<file path="src/rtl/uart_cmd_pkg.sv">
// Shared constants and types for the UART byte-command parser.
// Holds the default opcode/value bytes, the FSM encoding and the key mode values.
package uart_cmd_pkg;

    localparam logic [7:0] DEF_KEY_BASE   = 8'hB0;
    localparam logic [7:0] DEF_VAL_ON     = 8'hFF;
    localparam logic [7:0] DEF_VAL_OFF    = 8'h00;
    localparam logic [7:0] DEF_OP_REC_ON  = 8'hAA;
    localparam logic [7:0] DEF_OP_REC_OFF = 8'hBB;
    localparam logic [7:0] DEF_OP_RST_CLR = 8'hCC;
    localparam logic [7:0] DEF_OP_RST_SET = 8'hFF;

    typedef enum logic {
        IDLE     = 1'b0,
        WAIT_VAL = 1'b1
    } state_e;

    typedef enum logic {
        KEY_EXCLUSIVE   = 1'b0,
        KEY_INDEPENDENT = 1'b1
    } key_mode_e;

    // True when any key id in base..base+n-1 equals one of the opcodes.
    function automatic bit key_collides(
        input logic [7:0] base,
        input int         n,
        input logic [7:0] op0,
        input logic [7:0] op1,
        input logic [7:0] op2,
        input logic [7:0] op3
    );
        logic [7:0] id;
        for (int k = 0; k < n; k++) begin
            id = base + 8'(k);
            if (id == op0 || id == op1 || id == op2 || id == op3) begin
                return 1'b1;
            end
        end
        return 1'b0;
    endfunction

endpackage

</file>
<file path="src/rtl/cmd_timeout_ctr.sv">
// Saturating cycle counter used to bound the wait for a key value byte.
// expire is a combinational pulse on the enabled cycle where the count sits at TIMEOUT_CYC-1.
module cmd_timeout_ctr #(
    parameter int TIMEOUT_CYC = 1000
) (
    input  logic clk,
    input  logic reset_n,
    input  logic clear,
    input  logic enable,
    output logic expire
);

    localparam int TW_RAW = $clog2(TIMEOUT_CYC + 1);
    localparam int TW     = (TW_RAW < 1) ? 1 : TW_RAW;
    localparam int LAST_I = (TIMEOUT_CYC > 0) ? TIMEOUT_CYC - 1 : 0;
    localparam logic [TW-1:0] LAST = TW'(LAST_I);

    logic [TW-1:0] count;

    always_ff @(posedge clk or negedge reset_n) begin
        if (!reset_n) begin
            count <= '0;
        end else if (clear) begin
            count <= '0;
        end else if (enable && (count != {TW{1'b1}})) begin
            count <= count + TW'(1);
        end
    end

    assign expire = enable && (TIMEOUT_CYC != 0) && (count == LAST);

endmodule

</file>
<file path="src/rtl/uart_cmd_parser_n.sv">
// Byte-command parser after the UART receiver: two-byte key commands and one-byte opcodes
// drive registered key, reconfig and reset outputs with done/error status pulses.
//
//   state    | meaning
//   ---------+--------------------------------------------------------------
//   IDLE     | expecting a key id or a control opcode
//   WAIT_VAL | key id latched, expecting VAL_ON / VAL_OFF (timer running)
module uart_cmd_parser_n
    import uart_cmd_pkg::*;
#(
    parameter int         NUM_KEYS    = 4,
    parameter logic [7:0] KEY_BASE    = DEF_KEY_BASE,
    parameter int         KEY_MODE    = 0,
    parameter logic [7:0] VAL_ON      = DEF_VAL_ON,
    parameter logic [7:0] VAL_OFF     = DEF_VAL_OFF,
    parameter logic [7:0] OP_REC_ON   = DEF_OP_REC_ON,
    parameter logic [7:0] OP_REC_OFF  = DEF_OP_REC_OFF,
    parameter logic [7:0] OP_RST_CLR  = DEF_OP_RST_CLR,
    parameter logic [7:0] OP_RST_SET  = DEF_OP_RST_SET,
    parameter int         TIMEOUT_CYC = 1000
) (
    input  logic                clk,
    input  logic                reset_n,
    input  logic [7:0]          rx_data,
    input  logic                rx_valid,
    output logic [NUM_KEYS-1:0] key_out,
    output logic                reconfig_en,
    output logic                sys_rst,
    output logic                busy,
    output logic                cmd_done,
    output logic                cmd_err
);

    localparam int KW = (NUM_KEYS > 1) ? $clog2(NUM_KEYS) : 1;
    localparam key_mode_e MODE = (KEY_MODE != 0) ? KEY_INDEPENDENT : KEY_EXCLUSIVE;
    localparam bit KEYS_COLLIDE = key_collides(KEY_BASE, NUM_KEYS,
                                               OP_REC_ON, OP_REC_OFF, OP_RST_CLR, OP_RST_SET);

    generate
        if (NUM_KEYS < 1 || NUM_KEYS > 16) begin : g_bad_num_keys
            $error("uart_cmd_parser_n: NUM_KEYS must be within 1..16");
        end
        if (KEYS_COLLIDE) begin : g_key_collision
            $error("uart_cmd_parser_n: a key id overlaps a control opcode");
        end
    endgenerate

    state_e              state, state_nxt;
    logic [KW-1:0]       key_idx, key_idx_nxt;
    logic [NUM_KEYS-1:0] key_nxt;
    logic                rec_nxt, rst_nxt, done_nxt, err_nxt;
    logic [8:0]          key_off;
    logic                is_key;
    logic                tmo_expire;

    // 9-bit offset keeps the range test correct even when KEY_BASE sits near 8'hFF.
    assign key_off = {1'b0, rx_data} - {1'b0, KEY_BASE};
    assign is_key  = (rx_data >= KEY_BASE) && (key_off < 9'(NUM_KEYS));

    cmd_timeout_ctr #(
        .TIMEOUT_CYC (TIMEOUT_CYC)
    ) u_timeout (
        .clk     (clk),
        .reset_n (reset_n),
        .clear   (state == IDLE),
        .enable  ((state == WAIT_VAL) && !rx_valid),
        .expire  (tmo_expire)
    );

    always_ff @(posedge clk or negedge reset_n) begin
        if (!reset_n) begin
            state       <= IDLE;
            key_idx     <= '0;
            key_out     <= '0;
            reconfig_en <= 1'b0;
            sys_rst     <= 1'b0;
            cmd_done    <= 1'b0;
            cmd_err     <= 1'b0;
        end else begin
            state       <= state_nxt;
            key_idx     <= key_idx_nxt;
            key_out     <= key_nxt;
            reconfig_en <= rec_nxt;
            sys_rst     <= rst_nxt;
            cmd_done    <= done_nxt;
            cmd_err     <= err_nxt;
        end
    end

    always_comb begin
        state_nxt   = state;
        key_idx_nxt = key_idx;
        key_nxt     = key_out;
        rec_nxt     = reconfig_en;
        rst_nxt     = sys_rst;
        done_nxt    = 1'b0;
        err_nxt     = 1'b0;
        case (state)
            IDLE: begin
                if (rx_valid) begin
                    if (is_key) begin
                        key_idx_nxt = key_off[KW-1:0];
                        state_nxt   = WAIT_VAL;
                    end else if (rx_data == OP_REC_ON) begin
                        rec_nxt  = 1'b1;
                        done_nxt = 1'b1;
                    end else if (rx_data == OP_REC_OFF) begin
                        rec_nxt  = 1'b0;
                        done_nxt = 1'b1;
                    end else if (rx_data == OP_RST_CLR) begin
                        rst_nxt  = 1'b0;
                        done_nxt = 1'b1;
                    end else if (rx_data == OP_RST_SET) begin
                        rst_nxt  = 1'b1;
                        done_nxt = 1'b1;
                    end else begin
                        err_nxt = 1'b1;
                    end
                end
            end
            WAIT_VAL: begin
                if (rx_valid) begin
                    state_nxt = IDLE;
                    if (rx_data == VAL_ON) begin
                        if (MODE == KEY_EXCLUSIVE) begin
                            key_nxt = '0;
                        end
                        key_nxt[key_idx] = 1'b1;
                        done_nxt = 1'b1;
                    end else if (rx_data == VAL_OFF) begin
                        if (MODE == KEY_EXCLUSIVE) begin
                            key_nxt = '0;
                        end else begin
                            key_nxt[key_idx] = 1'b0;
                        end
                        done_nxt = 1'b1;
                    end else begin
                        err_nxt = 1'b1;
                    end
                end else if (tmo_expire) begin
                    state_nxt = IDLE;
                    err_nxt   = 1'b1;
                end
            end
            default: state_nxt = IDLE;
        endcase
    end

    assign busy = (state == WAIT_VAL);

endmodule

</file>
<file path="config.mk">
export PLATFORM = sky130hd
export DESIGN_NAME = uart_cmd_parser_n
export DESIGN_NICKNAME = d
export VERILOG_FILES = /design/src/rtl/uart_cmd_pkg.sv /design/src/rtl/cmd_timeout_ctr.sv /design/src/rtl/uart_cmd_parser_n.sv
export SDC_FILE = /design/constraint.sdc
export NUM_CORES = 1
export LEC_CHECK = 0
export CAP_MARGIN = 20
export CORE_ASPECT_RATIO = 2
export CORE_MARGIN = 2
export CORE_UTILIZATION = 30
export DETAILED_ROUTE_END_ITERATION = 6
export PLACE_DENSITY = 0.52
export SYNTH_ARGS = -nofsm -noshare
export SYNTH_HDL_FRONTEND = slang
export SYNTH_SLANG_ARGS = --single-unit
</file>
<file path="constraint.sdc">
create_clock -name clk -period 2.35 [get_ports clk]
set_input_delay 0.235 -clock clk [delete_from_list [all_inputs] [get_ports clk]]
set_output_delay 0.235 -clock clk [all_outputs]
set_load 0.01 [all_outputs]
</file>
==> flow_metrics.py, run 1 <==
metrics = {
    "setup_path": {
        "reg2reg_setup_slack_ns": 0.53,
        "arrival_ns": 2.12,
        "path_delay_family": "buffers and inverters",
        "reg2reg_depth": 5,
        "cpMaxStageDelayCell": "clkdlybuf4s50_1",
        "r2r_start": "u_timeout.count[0]$_DFFE_PN0P_",
        "critPathCaptureType": "register",
        "crit_buf_inv": 2,
        "max_stage_delay_ns": 0.54,
        "start_kind": "input port",
        "worst_ep_required_time_ns": 2.50,
        "path_max_fanout": 4,
        "r2r-end": "u_timeout.count[4]$_DFFE_PN0P_",
        "crit_chain": "clkdlybuf4s50_1, inv_1, ha_1, nand2b_1, a2111o_1, nor2_1, mux2_2",
        "crit_type": "input port to register",
    },
    "sta": {
        "finalMaxSlewViolations": 0,
        "hold_ws_ns": 0.310,
        "fin_crit_sh_pct": 84.2,
        "final.setup_skew_ns": 0.00750,
        "fmax_mhz": 506,
        "hold_viol_final": 0,
        "worst_pin_slew_ns": 0.504,
        "rsz0062_at_grt": "false",
        "relSlewSlack_pct": 66.4,
        "setup_viol": 0,
        "period_needed_ns": 1.98,
        "fin_ws_ns": 0.372,
        "tns_ns": 0,
    },
    "synth": {
        "yosysWarnings": 0,
        "synthArstFlopShare_pct": 100,
        "syn-instance-count": 121,
        "syn_area_um2": 1190,
        "syn-mean-instance-area_um2": 9.85,
        "synth-edff-count": 0,
        "syn-num-nets": 136,
        "ys_seq_area_share_pct": 44.1,
        "ys_seq_elements": 21,
        "ys_types": 41,
        "ys.flop_type": "dfrtp_1",
    },
    "clock_tree": {
        "numCtsBuffers": 3,
        "cts_setup_buffers": 0,
        "clk_pin_slew_ns": 0.08,
        "cts-resized-gates": 0,
        "cts_max_level": 1,
        "cts.sinks": 21,
        "cts_tree": "done",
        "worst_skew_pair.late_latency_ns": 0.26,
        "cts_hold_buf": 0,
        "clockBufferDepth": 2,
        "cts-root-buf": "clkbuf_8",
    },
    "detailed_routing": {
        "num_vias": 1031,
        "post_drt_via_cell_ratio": 5.23,
        "initialDrtViolationCount": 25,
        "drt_wl_total_um": 2870,
        "first_pass_iters": 4,
        "drtAntennaViolNets": 0,
        "drc": 0,
        "routedWlPerCell_um": 14.6,
    },
    "global_routing": {
        "first_global_vias": 1059,
        "antenna_found_initial": 0,
        "grt_usage_pct": 14.1,
        "grt_max_degree": 22,
        "grt_pass1_wl_um": 4970,
        "grt-ovfl-total": 0,
    },
    "place": {
        "place.detailed.hpwl_um": 2220,
        "io_buffer_count": 19,
        "dp_slack_ns": 0.0948,
        "gp_congestion": 0.810,
        "placed_cells": 193,
    },
    "pwr": {
        "leakage_nw": 0.661,
        "finalPower_mw": 0.702,
        "sequentialPowerShare_pct": 54.1,
        "p_per_area_nw_per_um2": 463,
        "irDropWorstVdd_v": 0.000316,
        "swShare_pct": 24.0,
        "p_clk_share_pct": 34.2,
        "switchingPower_mw": 0.169,
        "p_int_mw": 0.533,
        "p_comb_share_pct": 11.7,
    },
    "floorplanning": {
        "ios": 20,
        "start_util_pct": 31.0,
        "core_um2": 3840,
        "die_h_um": 93.2,
        "fp-row-count": 32,
        "die_area_um2": 4530,
        "die_w_um": 48.6,
    },
    "min_path": {
        "hp-class": "input port to asynchronous set/reset pin",
    },
    "layout": {
        "fin_nets": 162,
        "final.fill_count": 409,
        "diodes": 0,
        "syn_to_final_growth_pct": 27.2,
        "instances_no_fill": 197,
        "drive_gt1_share_pct": 11.6,
    },
    "flow_run": {
        "max-cap-violations": 0,
    },
    "run_status": {
        "status": "finished clean",
    },
}
[worst max path at each step]
stage                     startpoint                endpoint  slack [ns]  cells after the start
after floorplan           rx_data[4]  key_idx[1]$_DFFE_PN0P_        0.67                      6
after global placement    rx_data[4]  key_idx[1]$_DFFE_PN0P_        0.14                      7
after detailed placement  rx_data[4]  key_idx[1]$_DFFE_PN0P_        0.09                      7
after CTS                 rx_data[4]  key_idx[1]$_DFFE_PN0P_        0.37                      7
after global routing      rx_data[5]  key_idx[1]$_DFFE_PN0P_        0.27                      7
final                     rx_data[5]  key_idx[1]$_DFFE_PN0P_        0.37                      7
[Yosys cell counts, types with 2 or more instances]
library cell / instances / area share [%]
dfrtp_1: 21 / 44
nand2_1: 14 / 4.4
nand3_1: 10 / 4.2
mux2i_1: 5 / 4.2
nand2b_1: 5 / 2.6
nor2_1: 5 / 1.6
nor3_1: 5 / 2.1
ha_1: 4 / 4.2
o21ai_0: 4 / 1.7
a21o_1: 3 / 1.9
a31oi_1: 3 / 1.6
and3_1: 3 / 1.6
inv_1: 3 / 0.94
nor4_1: 3 / 1.6
a21oi_1: 2 / 0.84
clkbuf_1: 2 / 0.63
nand3b_1: 2 / 1.3
nand4_1: 2 / 1.0
o41ai_1: 2 / 1.5
or3_1: 2 / 1.0
[cells in the final DEF, fill, tap and decap left out, types with 2 or more instances in the layout]
master,count
o21ai_0,4
mux2i_1,5
buf_4,5
nor4_1,3
nor3_1,5
nand2b_1,5
or3_1,2
and3_1,3
clkdlybuf4s50_1,19
dfrtp_1,21
nor2_1,5
a21oi_1,2
ha_1,4
a21o_1,3
nand3b_1,2
o41ai_1,2
inv_1,3
clkbuf_8,3
nand2_1,14
a31oi_1,3
nand4_1,2
nand3_1,10
[kinds of logic after synthesis]
group	count (synthesis)	share of synthesized area, %
muxes	7	6.40
xor gates and xnor gates	1	0.735
DFF	21	44.1
AOI/OAI and AO/OA	22	14.7
buffers and inverters	6	1.99
and+or+nand+nor	60	27.9
adders and majority gates	4	4.20
[power by group through the flow]
| stage | clock network (mW) | logic, mW | registers (mW) |
|---|---|---|---|
| CTS | 0.245 | 0.0835 | 0.380 |
| floorplan | 0 | 0.0287 | 0.388 |
| global route | 0.259 | 0.0899 | 0.382 |
| finish | 0.240 | 0.0820 | 0.380 |
| detailed placement | 0 | 0.0830 | 0.387 |
| global placement | 0 | 0.0809 | 0.387 |
[cell type report]
class                           count  area, um2  share of cell area, %
Multi-Input combinational cell     94        643                   42.4
Sequential cell                    21        526                   34.7
Timing Repair Buffer               24        228                   15.0
Tap cell                           51       63.8                   4.21
Clock buffer                        4       45.0                   2.97
Inverter                            3       11.3                  0.743
[flip-flops by register name, summed over array words and instances, names as in the netlist]
register / flops
u_timeout.count: 10
key_out: 4
key_idx: 2
busy: 1
cmd_done: 1
cmd_err: 1
reconfig_en: 1
sys_rst: 1
[stage by stage]
| stage | cell area [um2] | util [%] |
|---|---|---|
| 3_3_place_gp | 1470 | 38.3 |
| 2_1_floorplan | 1190 | - |
| 6_report | 1520 | 39.5 |
| 3_5_place_dp | 1470 | 38.3 |
| 5_1_grt | 1520 | 39.5 |
| 4_1_cts | 1520 | 39.5 |
[metal layers]
layer  share of wire, %  vias up  track usage (%)
met5                  0        -                0
met1                 37      497             14.8
met4                1.6        0             5.71
met3                4.1        4             1.92
met2                 57       27             27.5
li1                   -      503                -
No activity file was read; power rests on OpenSTA's default activity.
==> run 2, diff against run 1 <==
- PLACE_DENSITY: 0.52 -> 0.54
- clock period: 2.35 -> 1.8 ns (I/O delays scaled with it)
==> run 2 against run 1 <==
  * Flip-flop and latch count unchanged
  * Die area unchanged
  * Total power rose by 32%
  * Final area rose by 8.7%
  * Non-clock buffer count is 16 higher
  * Sequential power up 31%
  * Sequential share of layout area decreased by 2.8 points
  * Count of clock-buffer cells in the layout unchanged
  * Highest routed layer unchanged
==> flow_metrics.py, run 2 (same netlist as run 1, synthesis figures left out) <==
metrics = {
    "floorplanning": {
        "die_h_um": 93.2,
        "core_um2": 3840,
        "start_util_pct": 31.0,
        "fp-row-count": 32,
        "ios": 20,
        "die_area_um2": 4530,
        "die_w_um": 48.6,
    },
    "setup_path": {
        "start_kind": "input port",
        "worst_ep_required_time_ns": 1.94,
        "critPathCaptureType": "register",
        "crit_type": "input port to register",
        "path_max_fanout": 5,
        "r2r-end": "u_timeout.count[3]$_DFFE_PN0P_",
        "r2r_start": "u_timeout.count[0]$_DFFE_PN0P_",
        "arrival_ns": 1.79,
        "reg2reg_depth": 6,
        "reg2reg_setup_slack_ns": 0.16,
    },
    "layout": {
        "final_area_um2": 1650,
        "fin_nets": 178,
        "diodes": 0,
        "top_regs": "u_timeout.count x10, key_out x4, key_idx x2",
        "syn_to_final_growth_pct": 38.2,
        "largest_register_ffs": 10,
        "final_cell_mix": "21 x dfrtp_1, 21 x buf_4, 17 x clkdlybuf4s50_1",
        "regMostFlops": "u_timeout.count",
        "drive_gt1_share_pct": 21.0,
    },
    "detailed_routing": {
        "num_vias": 1096,
        "initialDrtViolationCount": 15,
        "drtAntennaViolNets": 0,
        "post_drt_via_cell_ratio": 5.15,
        "drc": 0,
        "first_pass_iters": 4,
        "drt_wl_total_um": 3000,
        "routedWlPerCell_um": 14.1,
    },
    "sta": {
        "worst_pin_slew_ns": 0.359,
        "hold_viol_final": 0,
        "setup_viol": 0,
        "tns_ns": 0,
        "finalMaxSlewViolations": 0,
        "fin_crit_sh_pct": 91.5,
        "rsz0062_at_grt": "false",
        "relSlewSlack_pct": 75.9,
        "period_needed_ns": 1.65,
        "fmax_mhz": 607,
        "final.setup_skew_ns": 0.00648,
    },
    "clock_tree": {
        "worst_skew_pair.late_latency_ns": 0.26,
        "cts_tree": "done",
        "cts.sinks": 21,
        "cts_max_level": 1,
        "clockBufferDepth": 2,
        "clk_pin_slew_ns": 0.08,
        "numCtsBuffers": 3,
        "cts_setup_buffers": 0,
        "cts-root-buf": "clkbuf_8",
    },
    "place": {
        "gp_congestion": 0.860,
        "dpl-instance-area_um2": 1590,
        "io_buffer_count": 19,
        "place.detailed.hpwl_um": 2390,
    },
    "global_routing": {
        "grt_max_degree": 22,
        "grt_pass1_wl_um": 5120,
        "grt-ovfl-total": 0,
        "first_global_vias": 1182,
        "grt_usage_pct": 14.5,
        "antenna_found_initial": 0,
    },
    "min_path": {
        "hp-class": "input port to asynchronous set/reset pin",
    },
    "pwr": {
        "leakage_nw": 0.740,
        "irDropWorstVdd_v": 0.000398,
        "p_per_area_nw_per_um2": 562,
    },
    "flow_run": {
        "max-cap-violations": 0,
    },
    "run_status": {
        "status": "finished clean",
    },
}
run 2: changes by cell type in the layout (fill, tap and decap cells not counted):
| cell | delta |
|---|---|
| nor2_2 | +1 |
| a41oi_2 | -1 |
| nor2_1 | -1 |
| a41oi_4 | +1 |
| buf_4 | +16 |
| dlygate4sd2_1 | +2 |
| clkdlybuf4s50_1 | -2 |
run 2: layout make-up:
class,count,area (um2)
flip-flops and latches,21,526
clock buffers,4,45.0
fillers,396,2200
repair buffers,40,345
inverters,3,11.3
multi-input cells,94,657
well taps,51,63.8
run 2: worst max path at each step:
stage | startpoint | end | slack (ns) | cells after the start
after global placement | rx_data[4] | cmd_err$_DFF_PN0_ | -0.35 | 8
after global routing | u_timeout.count[0]$_DFFE_PN0P_ | u_timeout.count[3]$_DFFE_PN0P_ | 0.02 | 6
final | rx_data[6] | key_idx[1]$_DFFE_PN0P_ | 0.15 | 5
after floorplan | rx_data[4] | key_idx[1]$_DFFE_PN0P_ | 0.17 | 6
after detailed placement | rx_data[5] | key_idx[1]$_DFFE_PN0P_ | -0.39 | 7
after CTS | u_timeout.count[0]$_DFFE_PN0P_ | u_timeout.count[0]$_DFFE_PN0P_ | 0.13 | 5
run 2: repair_timing:
item / 4_1_cts / 5_1_grt
gates resized for setup: 3 / 1
gates cloned: 0 / 0
endpoints found under the setup margin: 7 / 1
hold endpoints to repair: 0 / 0
hold buffers: 0 / 0
run 2: worst max-delay path, cell delays in order:
cell             delay (ns)
clkdlybuf4s50_1        0.49
nand3b_1               0.23
a2111o_1               0.41
nor2_2                 0.13
mux2_2                 0.34
run 2: power by group:
group          internal [mW]  switching, mW
Combinational         0.0661         0.0573
Clock                  0.158          0.148
Sequential             0.485         0.0122
Total                  0.709          0.217
run 2: metrics by stage:
stage | hold slack [ns] | setup WS [ns] | utilization [%] | cells | power [mW]
after floorplan | -0.116 | 0.174 | - | 121 | 0.544
after global placement | 0.464 | -0.350 | 41.4 | 209 | 0.630
after detailed placement | 0.469 | -0.388 | 41.4 | 209 | 0.633
after CTS | 0.267 | 0.125 | 42.6 | 213 | 0.936
after global routing | 0.288 | 0.0212 | 42.9 | 213 | 0.967
final | 0.260 | 0.153 | 42.9 | 213 | 0.926
run 2: per-layer routing:
layer  global-route usage [%]  routed length (um)  up-vias  share of wire, %
li1                         -                   -      537                 -
met4                     8.57                  89        0               3.0
met1                     13.8                1150      529                38
met2                     28.8                1660       22                55
met3                     1.60                  97        8               3.2
met5                        0                   0        -                 0
==> run 3, diff against run 2 <==
- SLEW_MARGIN: unset -> 25
==> results of run 3 <==
Final layout, timing and power as in run 2 (identical DEF).
